--- config.mk ---
export PLATFORM = sky130hd
export DESIGN_NAME = cu_register_file_flat
export DESIGN_NICKNAME = d
export VERILOG_FILES = /design/src/rtl/cu_register_file_if.sv /design/src/rtl/cu_register_file.sv /design/src/flat_wrapper.sv
export SDC_FILE = /design/constraint.sdc
export NUM_CORES = 1
export LEC_CHECK = 0
export ABC_AREA = 0
export BUFFER_PORTS_ARGS = -buffer_cell sky130_fd_sc_hd__buf_2
export CELL_PAD_IN_SITES_DETAIL_PLACEMENT = 1
export CELL_PAD_IN_SITES_GLOBAL_PLACEMENT = 2
export CORE_MARGIN = 5
export CORE_UTILIZATION = 40
export CTS_CLUSTER_DIAMETER = 60
export DETAILED_ROUTE_END_ITERATION = 10
export GPL_TIMING_DRIVEN = 0
export PLACE_DENSITY = 0.73
export SYNTH_ARGS = -nofsm -noshare
export SYNTH_HDL_FRONTEND = slang
export SYNTH_SLANG_ARGS = --single-unit
--- constraint.sdc ---
create_clock -name clk -period 9 [get_ports clk]
set_input_delay 1.35 -clock clk [delete_from_list [all_inputs] [get_ports clk]]
set_output_delay 1.35 -clock clk [all_outputs]
set_load 0.01 [all_outputs]
--- src/rtl/cu_register_file_if.sv ---
// -----------------------------------------------------------------------------
// cu_register_file_if
//   Bundles the crossbar/sequencer-facing signals of the compute-unit register
//   file.
//
//   Parameters
//     DATA_WIDTH    register width
//     ADDRESS_WIDTH address width (depth = 2**ADDRESS_WIDTH)
//
//   Signals (direction as seen by the register file, i.e. the slave modport)
//     ps_xb_wadd   in   write address from the sequencer
//     ps_xb_raddx  in   read address, port X
//     ps_xb_raddy  in   read address, port Y
//     xb_rf_w_En   in   write enable from the crossbar
//     xb_rf_dt     in   write data from the crossbar
//     ps_rf_clr    in   clear-all request
//     rf_xb_dtx    out  port X read data (combinational)
//     rf_xb_dty    out  port Y read data (combinational)
//     rf_ps_busy   out  clear in progress (registered)
//     rf_ps_wdrop  out  one-cycle pulse after a discarded write (registered)
//
//   master: the sequencer/crossbar side; slave: the register file.
// -----------------------------------------------------------------------------
interface cu_register_file_if #(
    parameter int DATA_WIDTH    = 16,
    parameter int ADDRESS_WIDTH = 4
);
    logic [ADDRESS_WIDTH-1:0] ps_xb_wadd;
    logic [ADDRESS_WIDTH-1:0] ps_xb_raddx;
    logic [ADDRESS_WIDTH-1:0] ps_xb_raddy;
    logic                     xb_rf_w_En;
    logic [DATA_WIDTH-1:0]    xb_rf_dt;
    logic                     ps_rf_clr;
    logic [DATA_WIDTH-1:0]    rf_xb_dtx;
    logic [DATA_WIDTH-1:0]    rf_xb_dty;
    logic                     rf_ps_busy;
    logic                     rf_ps_wdrop;

    modport master (
        output ps_xb_wadd,
        output ps_xb_raddx,
        output ps_xb_raddy,
        output xb_rf_w_En,
        output xb_rf_dt,
        output ps_rf_clr,
        input  rf_xb_dtx,
        input  rf_xb_dty,
        input  rf_ps_busy,
        input  rf_ps_wdrop
    );

    modport slave (
        input  ps_xb_wadd,
        input  ps_xb_raddx,
        input  ps_xb_raddy,
        input  xb_rf_w_En,
        input  xb_rf_dt,
        input  ps_rf_clr,
        output rf_xb_dtx,
        output rf_xb_dty,
        output rf_ps_busy,
        output rf_ps_wdrop
    );
endinterface

--- src/rtl/cu_register_file.sv ---
// -----------------------------------------------------------------------------
// cu_register_file
//   Compute-unit register file: one write port from the crossbar, two
//   combinational read ports back to it, a sequenced clear-all (one register
//   per cycle), a busy flag and a dropped-write flag for the sequencer.
//   Reads return the stored (old) value; read-after-write bypass lives in the
//   crossbar.
//
//   Ports
//     clk    in  system clock, rising edge
//     reset  in  asynchronous, active-high reset
//     bus    cu_register_file_if.slave (write/read/clear/status signals)
//
//   Build option
//     CU_RF_ZERO_REG_EN  when defined, register 0 is hardwired to zero: writes
//                        to address 0 are silently ignored (no drop flag) and
//                        reads of address 0 return 0.
// -----------------------------------------------------------------------------
module cu_register_file #(
    parameter int DATA_WIDTH    = 16,
    parameter int ADDRESS_WIDTH = 4
) (
    input  logic                clk,
    input  logic                reset,
    cu_register_file_if.slave   bus
);
    localparam int DEPTH = 2 ** ADDRESS_WIDTH;
    localparam logic [ADDRESS_WIDTH-1:0] LAST_ADDR = {ADDRESS_WIDTH{1'b1}};

    typedef enum logic {
        IDLE  = 1'b0,
        CLEAR = 1'b1
    } state_t;

    state_t                   state_q, state_d;
    logic [ADDRESS_WIDTH-1:0] clr_ptr_q, clr_ptr_d;
    logic [DATA_WIDTH-1:0]    regs_q [DEPTH];
    logic [DATA_WIDTH-1:0]    regs_d [DEPTH];
    logic                     busy_q, busy_d;
    logic                     wdrop_q, wdrop_d;
    logic                     wr_allowed;

    // Address 0 may be a hardwired zero register; writes there vanish quietly.
    always_comb begin
`ifdef CU_RF_ZERO_REG_EN
        wr_allowed = (bus.ps_xb_wadd != '0);
`else
        wr_allowed = 1'b1;
`endif
    end

    always_comb begin
        state_d   = state_q;
        clr_ptr_d = clr_ptr_q;
        regs_d    = regs_q;
        wdrop_d   = 1'b0;

        unique case (state_q)
            IDLE: begin
                // A write and a clear request on the same edge: the write
                // lands and the sweep still zeroes it later.
                if (bus.xb_rf_w_En && wr_allowed) begin
                    regs_d[bus.ps_xb_wadd] = bus.xb_rf_dt;
                end
                if (bus.ps_rf_clr) begin
                    state_d   = CLEAR;
                    clr_ptr_d = '0;
                end
            end
            CLEAR: begin
                regs_d[clr_ptr_q] = '0;
                clr_ptr_d         = clr_ptr_q + 1'b1;  // wraps to 0 after last
                if (clr_ptr_q == LAST_ADDR) begin
                    state_d = IDLE;
                end
                // Further clear requests are ignored; writes are dropped.
                if (bus.xb_rf_w_En) begin
                    wdrop_d = 1'b1;
                end
            end
            default: begin
                state_d = IDLE;
            end
        endcase

        busy_d = (state_d == CLEAR);
    end

    always_ff @(posedge clk or posedge reset) begin
        if (reset) begin
            state_q   <= IDLE;
            clr_ptr_q <= '0;
            busy_q    <= 1'b0;
            wdrop_q   <= 1'b0;
            for (int i = 0; i < DEPTH; i++) begin
                regs_q[i] <= '0;
            end
        end else begin
            state_q   <= state_d;
            clr_ptr_q <= clr_ptr_d;
            busy_q    <= busy_d;
            wdrop_q   <= wdrop_d;
            regs_q    <= regs_d;
        end
    end

    // Plain old-value reads; no bypass of the write in flight.
    always_comb begin
        bus.rf_xb_dtx = regs_q[bus.ps_xb_raddx];
        bus.rf_xb_dty = regs_q[bus.ps_xb_raddy];
`ifdef CU_RF_ZERO_REG_EN
        if (bus.ps_xb_raddx == '0) bus.rf_xb_dtx = '0;
        if (bus.ps_xb_raddy == '0) bus.rf_xb_dty = '0;
`endif
    end

    assign bus.rf_ps_busy  = busy_q;
    assign bus.rf_ps_wdrop = wdrop_q;

endmodule

--- src/flat_wrapper.sv ---
// flat-port wrapper written by rule: the top's interface ports become plain ports
module cu_register_file_flat 
#(
    parameter int DATA_WIDTH    = 16,
    parameter int ADDRESS_WIDTH = 4
)
  (clk, reset, bus_ps_xb_wadd, bus_ps_xb_raddx, bus_ps_xb_raddy, bus_xb_rf_w_En, bus_xb_rf_dt, bus_ps_rf_clr, bus_rf_xb_dtx, bus_rf_xb_dty, bus_rf_ps_busy, bus_rf_ps_wdrop);
  cu_register_file_if #(.DATA_WIDTH(DATA_WIDTH), .ADDRESS_WIDTH(ADDRESS_WIDTH)) bus_i ();
  input  logic clk;
  input  logic reset;
  input wire logic [$bits(bus_i.ps_xb_wadd)-1:0] bus_ps_xb_wadd;
  input wire logic [$bits(bus_i.ps_xb_raddx)-1:0] bus_ps_xb_raddx;
  input wire logic [$bits(bus_i.ps_xb_raddy)-1:0] bus_ps_xb_raddy;
  input wire logic [$bits(bus_i.xb_rf_w_En)-1:0] bus_xb_rf_w_En;
  input wire logic [$bits(bus_i.xb_rf_dt)-1:0] bus_xb_rf_dt;
  input wire logic [$bits(bus_i.ps_rf_clr)-1:0] bus_ps_rf_clr;
  output wire logic [$bits(bus_i.rf_xb_dtx)-1:0] bus_rf_xb_dtx;
  output wire logic [$bits(bus_i.rf_xb_dty)-1:0] bus_rf_xb_dty;
  output wire logic [$bits(bus_i.rf_ps_busy)-1:0] bus_rf_ps_busy;
  output wire logic [$bits(bus_i.rf_ps_wdrop)-1:0] bus_rf_ps_wdrop;
  assign bus_i.ps_xb_wadd = bus_ps_xb_wadd;
  assign bus_i.ps_xb_raddx = bus_ps_xb_raddx;
  assign bus_i.ps_xb_raddy = bus_ps_xb_raddy;
  assign bus_i.xb_rf_w_En = bus_xb_rf_w_En;
  assign bus_i.xb_rf_dt = bus_xb_rf_dt;
  assign bus_i.ps_rf_clr = bus_ps_rf_clr;
  assign bus_rf_xb_dtx = bus_i.rf_xb_dtx;
  assign bus_rf_xb_dty = bus_i.rf_xb_dty;
  assign bus_rf_ps_busy = bus_i.rf_ps_busy;
  assign bus_rf_ps_wdrop = bus_i.rf_ps_wdrop;
  cu_register_file #(.DATA_WIDTH(DATA_WIDTH), .ADDRESS_WIDTH(ADDRESS_WIDTH)) u_core (.clk(clk), .reset(reset), .bus(bus_i));
endmodule
==> Yosys cells after proc, flatten, opt, wreduce, memory -nomap -nowiden <==
Cells that the tools add are included.
{ "word_totals": {"reg_bits": 262, "output_inout_bits": 34, "wordCells": 58} }
{ "op_classes": {"add_sub_neg": 1, "magnitude_cmp": 6, "n_eq_ne": 3, "muxes": 20, "bitwise_logic": 7, "reduce_logical": 2} }
{ "op_table": {"columns": ["operator", "n"], "rows": [
  ["$pmux 256 s2", 1],
  ["$and 256x256->256", 1],
  ["$bwmux 256", 1],
  ["$mux 256", 1],
  ["$not 256->256", 1],
  ["$bmux 16 s4", 2],
  ["$demux 16 s4", 2],
  ["$mux 16", 6],
  ["$ge 5x5->1 const B", 4],
  ["$not 4->5", 4],
  ["$lt 5x1->1 const B", 2],
  ["$pmux 4 s2", 1],
  ["$add 4x1->4 const B", 1],
  ["$eq 4x4->1 const B", 1],
  ["$mux 1", 4],
  ["$mux 4", 1],
  ["$ne 2x2->1 const B", 2],
  ["$logic_and 1x1->1", 2],
  ["$pmux 1 s2", 1],
  ["$not 1->1", 1]
]} }

==> Depth between registers and ports, before layout <==
{ "depth": {"depth_word": 8, "ltp_mapped": 6, "mapped_depth_nobuf": 5} }

==> Worst setup path before layout <==
OpenSTA, ideal clock, no wires.
{ "synth_timing": {"path_kind": "input port to output port", "startpoint": "in bus_ps_xb_raddx[0]", "endpoint": "out bus_rf_xb_dtx[10]", "t_arrival_ps": 2672, "t_required_ps": 7650, "path_slack_ps": 4978, "cell_stages": 5, "path_cell_list": "buf_2 > buf_2 > mux4_2 > a22oi_1 > nand2_1"} }
{ "synth_between": {"elab_chain_cells": 4} }
{ "synth_lines": {"columns": ["item", "line", "text"], "rows": [
  ["start: declaration", "flat_wrapper.sv:12", "input wire logic [$bits(bus_i.ps_xb_raddx)-1:0] bus_ps_xb_raddx;"],
  ["$not 4->5 (implied by the code)", "cu_register_file.sv:109", "bus.rf_xb_dtx = regs_q[bus.ps_xb_raddx];"],
  ["$bmux 16 s4", "cu_register_file.sv:109", null],
  ["$mux 16 (implied by the code) (2 in a row)", "cu_register_file.sv:109", null],
  ["end: declaration", "flat_wrapper.sv:17", "output wire logic [$bits(bus_i.rf_xb_dtx)-1:0] bus_rf_xb_dtx;"]
]} }
Every way passes these cells. The select of a mux whose other input is x is not followed.

==> Worst setup path after layout <==
{ "layout_timing": {"startpoint": "in bus_ps_xb_raddx[1]", "endpoint": "out bus_rf_xb_dtx[6]"} }
The elaborated chain is that of the path after synthesis.

==> results.py <==
metrics = {
    "run_status": {
        "status": "completed",
    },
    "grt": {
        "grt_overflow": 0,
        "antenna_found_initial": 0,
        "grt_max_degree": 120,
        "grt_pass1_vias": 11167,
        "grt_usage": 0.263,
        "grt_pass1_wl_mm": 75.6,
    },
    "critical_path": {
        "crit_type": "in2out",
        "crit_slowest_cell": "clkbuf_1",
        "path_common_cell": "buf_2",
        "cp_max_fo": 10,
        "cp.arrival_ps": 3490,
        "critPathTopFamily": "buffers and inverters",
        "cp.buffers_inverters": 3,
        "max_stage_delay_ps": 820,
        "endpoint_kind": "primary output",
        "start_kind": "primary input",
        "critPathRequiredTime_ps": 7650,
        "worstPathCellList": "buf_2 > clkbuf_1 > mux4_2 > a22oi_1 > nand2_1 > buf_2",
    },
    "timing": {
        "layout_min_cycle_time_ps": 4840,
        "drv_slew": 0,
        "slew_headroom": 0.300,
        "timing.clock.skew_ps": 14.1,
        "hold_viol": 0,
        "setup_violations": 0,
        "tightestPinTransition_ps": 1050,
        "fin_crit_sh": 0.538,
        "clock.fmax_ghz": 0.206,
        "final.hold.worst_slack_ps": 519,
        "rsz0062_at_grt": "false",
    },
    "cts": {
        "post_cts_buffers": 0,
        "cts_sinks": 262,
        "cts_hold_buf": 0,
        "htreeDepth": 2,
        "cts_tree": "built",
        "cts_buffers": 35,
        "clkTransAtPathRegs_ps": 50,
        "root_buffer": "clkbuf_16",
        "clock_path_buffers": 3,
        "cts-resized-gates": 0,
        "clock_latency_ps": 510,
    },
    "floorplanning": {
        "die_x_um": 195,
        "die_h_um": 195,
        "fp-row-count": 67,
        "io_pins": 66,
        "start_util": 0.407,
        "dieArea_mm2": 0.0380,
        "coreArea_mm2": 0.0336,
    },
    "cells_and_area": {
        "drive_gt1_frac": 0.270,
        "syn2layout_area_growth_pct": 14.1,
        "layout.cells.non_filler": 1535,
        "final_nets": 1109,
        "antenna_cells": 0,
        "design_area_mm2": 0.0156,
    },
    "placement": {
        "gp_congestion": 0.865,
        "place_hpwl_mm": 35.5,
        "dp.cells": 1483,
        "dpl_cell_area_mm2": 0.0145,
        "port_buffers": 45,
    },
    "power_and_ir_drop": {
        "comb_power_share": 0.242,
        "seq_power_share": 0.408,
        "power_density_mw_per_mm2": 245,
        "p_int_mw": 2.61,
        "worst_ir_drop_vdd_uv": 138,
        "clkPwrFrac": 0.350,
        "switching_share": 0.317,
        "p_switching_mw": 1.21,
        "p_leak_nw": 7.00,
    },
    "synthesis": {
        "yosysSeqAreaShare": 0.479,
        "yosysTopAreaCell": "dfrtp_1",
        "yosysUniqueCellTypes": 43,
        "ys_warn_count": 0,
        "synth_edf_count": 0,
        "yosys.area.top_type_share": 0.479,
        "netlist_area_mm2": 0.0137,
        "yosys_register_bits": 262,
        "ys.flop_type": "dfrtp_1",
        "syn_inst": 988,
        "synthArstFlopShare": 1.00,
        "synth.area.top_cells": "dfrtp_1 (48%), mux4_2 (21%), a22o_1 (15%), a22oi_1 (3.5%), clkbuf_1 (1.4%)",
        "syn_avg_cell_area_um2": 13.8,
        "syn_nets": 1025,
    },
    "run": {
        "max-cap-violations": 0,
    },
    "routing": {
        "drc_errors": 0,
        "wl_per_cell_um": 32.8,
        "drtIter0Drc": 807,
        "via_per_inst": 6.77,
        "antenna_left": 0,
        "firstDrtPassIters": 5,
        "drt-total-wl_mm": 50.3,
        "vias": 10389,
    },
    "hold_path": {
        "hp-class": "reg2reg",
    },
}
-- sequential cells by signal (all words and copies together), names as in the netlist --
signal,cells
u_core.regs_q,256
u_core.bus.rf_ps_wdrop,1
u_core.clr_ptr_q,4
u_core.state_q,1
-- path summary, 6_finish.rpt --
check,start,end,slack [ps],cells past startpoint
worst max-delay path,bus_ps_xb_raddx[1],bus_rf_xb_dtx[6],4160,6
worst min-delay path,u_core.regs_q[220],u_core.regs_q[220],520,1
worst max register to register,u_core.state_q,u_core.regs_q[16],6420,4
worst min register to register,u_core.regs_q[220],u_core.regs_q[220],520,1
max in group asynchronous,reset,u_core.regs_q[43],6780,4
min in group asynchronous,reset,u_core.regs_q[209],850,2
-- Yosys cell counts (4+ instances only) --
library cell / count
a22o_1: 240
nor4bb_1: 4
nand2_1: 51
clkbuf_1: 51
a22oi_1: 64
buf_1: 22
a21oi_1: 6
ha_1: 5
nor2b_1: 6
dfrtp_1: 262
nor2_1: 12
buf_2: 38
and4b_1: 9
and2_1: 4
nand3_1: 17
and4_1: 4
a21oi_2: 7
mux4_2: 128
buf_4: 9
o211ai_1: 16
-- power by group through the flow --
stage | sequential, mW | combinational, mW | clock [mW]
floorplan | 1.51 | 0.638 | 0
global placement | 1.56 | 0.901 | 0
detailed placement | 1.57 | 0.921 | 0
CTS | 1.55 | 0.924 | 1.35
global route | 1.59 | 0.984 | 1.41
finish | 1.56 | 0.925 | 1.34
-- layout by cell type (no fill, tap or decap), types with 9 or more instances in the layout --
cell type / Yosys / routed
buf_2: 38 / 83
nor2_1: 12 / 12
buf_4: 9 / 9
a22oi_1: 64 / 64
and4b_1: 9 / 9
o211ai_1: 16 / 16
nand3_1: 17 / 17
buf_1: 22 / 22
clkbuf_1: 51 / 53
mux4_2: 128 / 128
dfrtp_1: 262 / 262
a22o_1: 240 / 240
clkbuf_16: 0 / 37
nand2_1: 51 / 51
-- routing by layer --
layer | share of wire | GRT usage | vias up | wire, um
li1 | - | - | 4178 | -
met2 | 0.47 | 0.416 | 465 | 23800
met5 | 0 | 0 | - | 0
met1 | 0.41 | 0.364 | 5629 | 20900
met3 | 0.067 | 0.0474 | 117 | 3390
met4 | 0.044 | 0.104 | 0 | 2230
-- cells by family (layout without fill, tap and decap cells) --
kind of cell,Yosys count,count (layout),synth area share
DFF,262,262,0.479
and+or+nand+nor,126,126,0.0541
adders and majority gates,5,5,0.00457
AOI/OAI and AO/OA,340,340,0.209
muxes,128,128,0.211
xor gates and xnor gates,2,2,0.00128
buffers and inverters,125,224,0.0409
-- per-stage QoR --
stage / setup WS, ps / total power [mW] / util / setup TNS [ps]
after floorplan: 438 / 2.15 / - / 0
after global placement: -2880 / 2.46 / 0.430 / -747200
after detailed placement: 4200 / 2.49 / 0.432 / 0
after CTS: 4200 / 3.83 / 0.464 / 0
after global routing: 4150 / 3.98 / 0.464 / 0
final: 4160 / 3.82 / 0.464 / 0
-- final cells by class --
| class | count | area (um2) |
|---|---|---|
| clock inverters | 8 | 73.8 |
| repair buffers | 47 | 280 |
| well taps | 448 | 561 |
| inverters | 3 | 18.8 |
| fillers | 3407 | 18000 |
| flip-flops and latches | 262 | 6560 |
| multi-input cells | 601 | 6570 |
| plain buffers | 122 | 548 |
| clock buffers | 44 | 1000 |
Note: power is estimated with default switching activity, not from simulation.
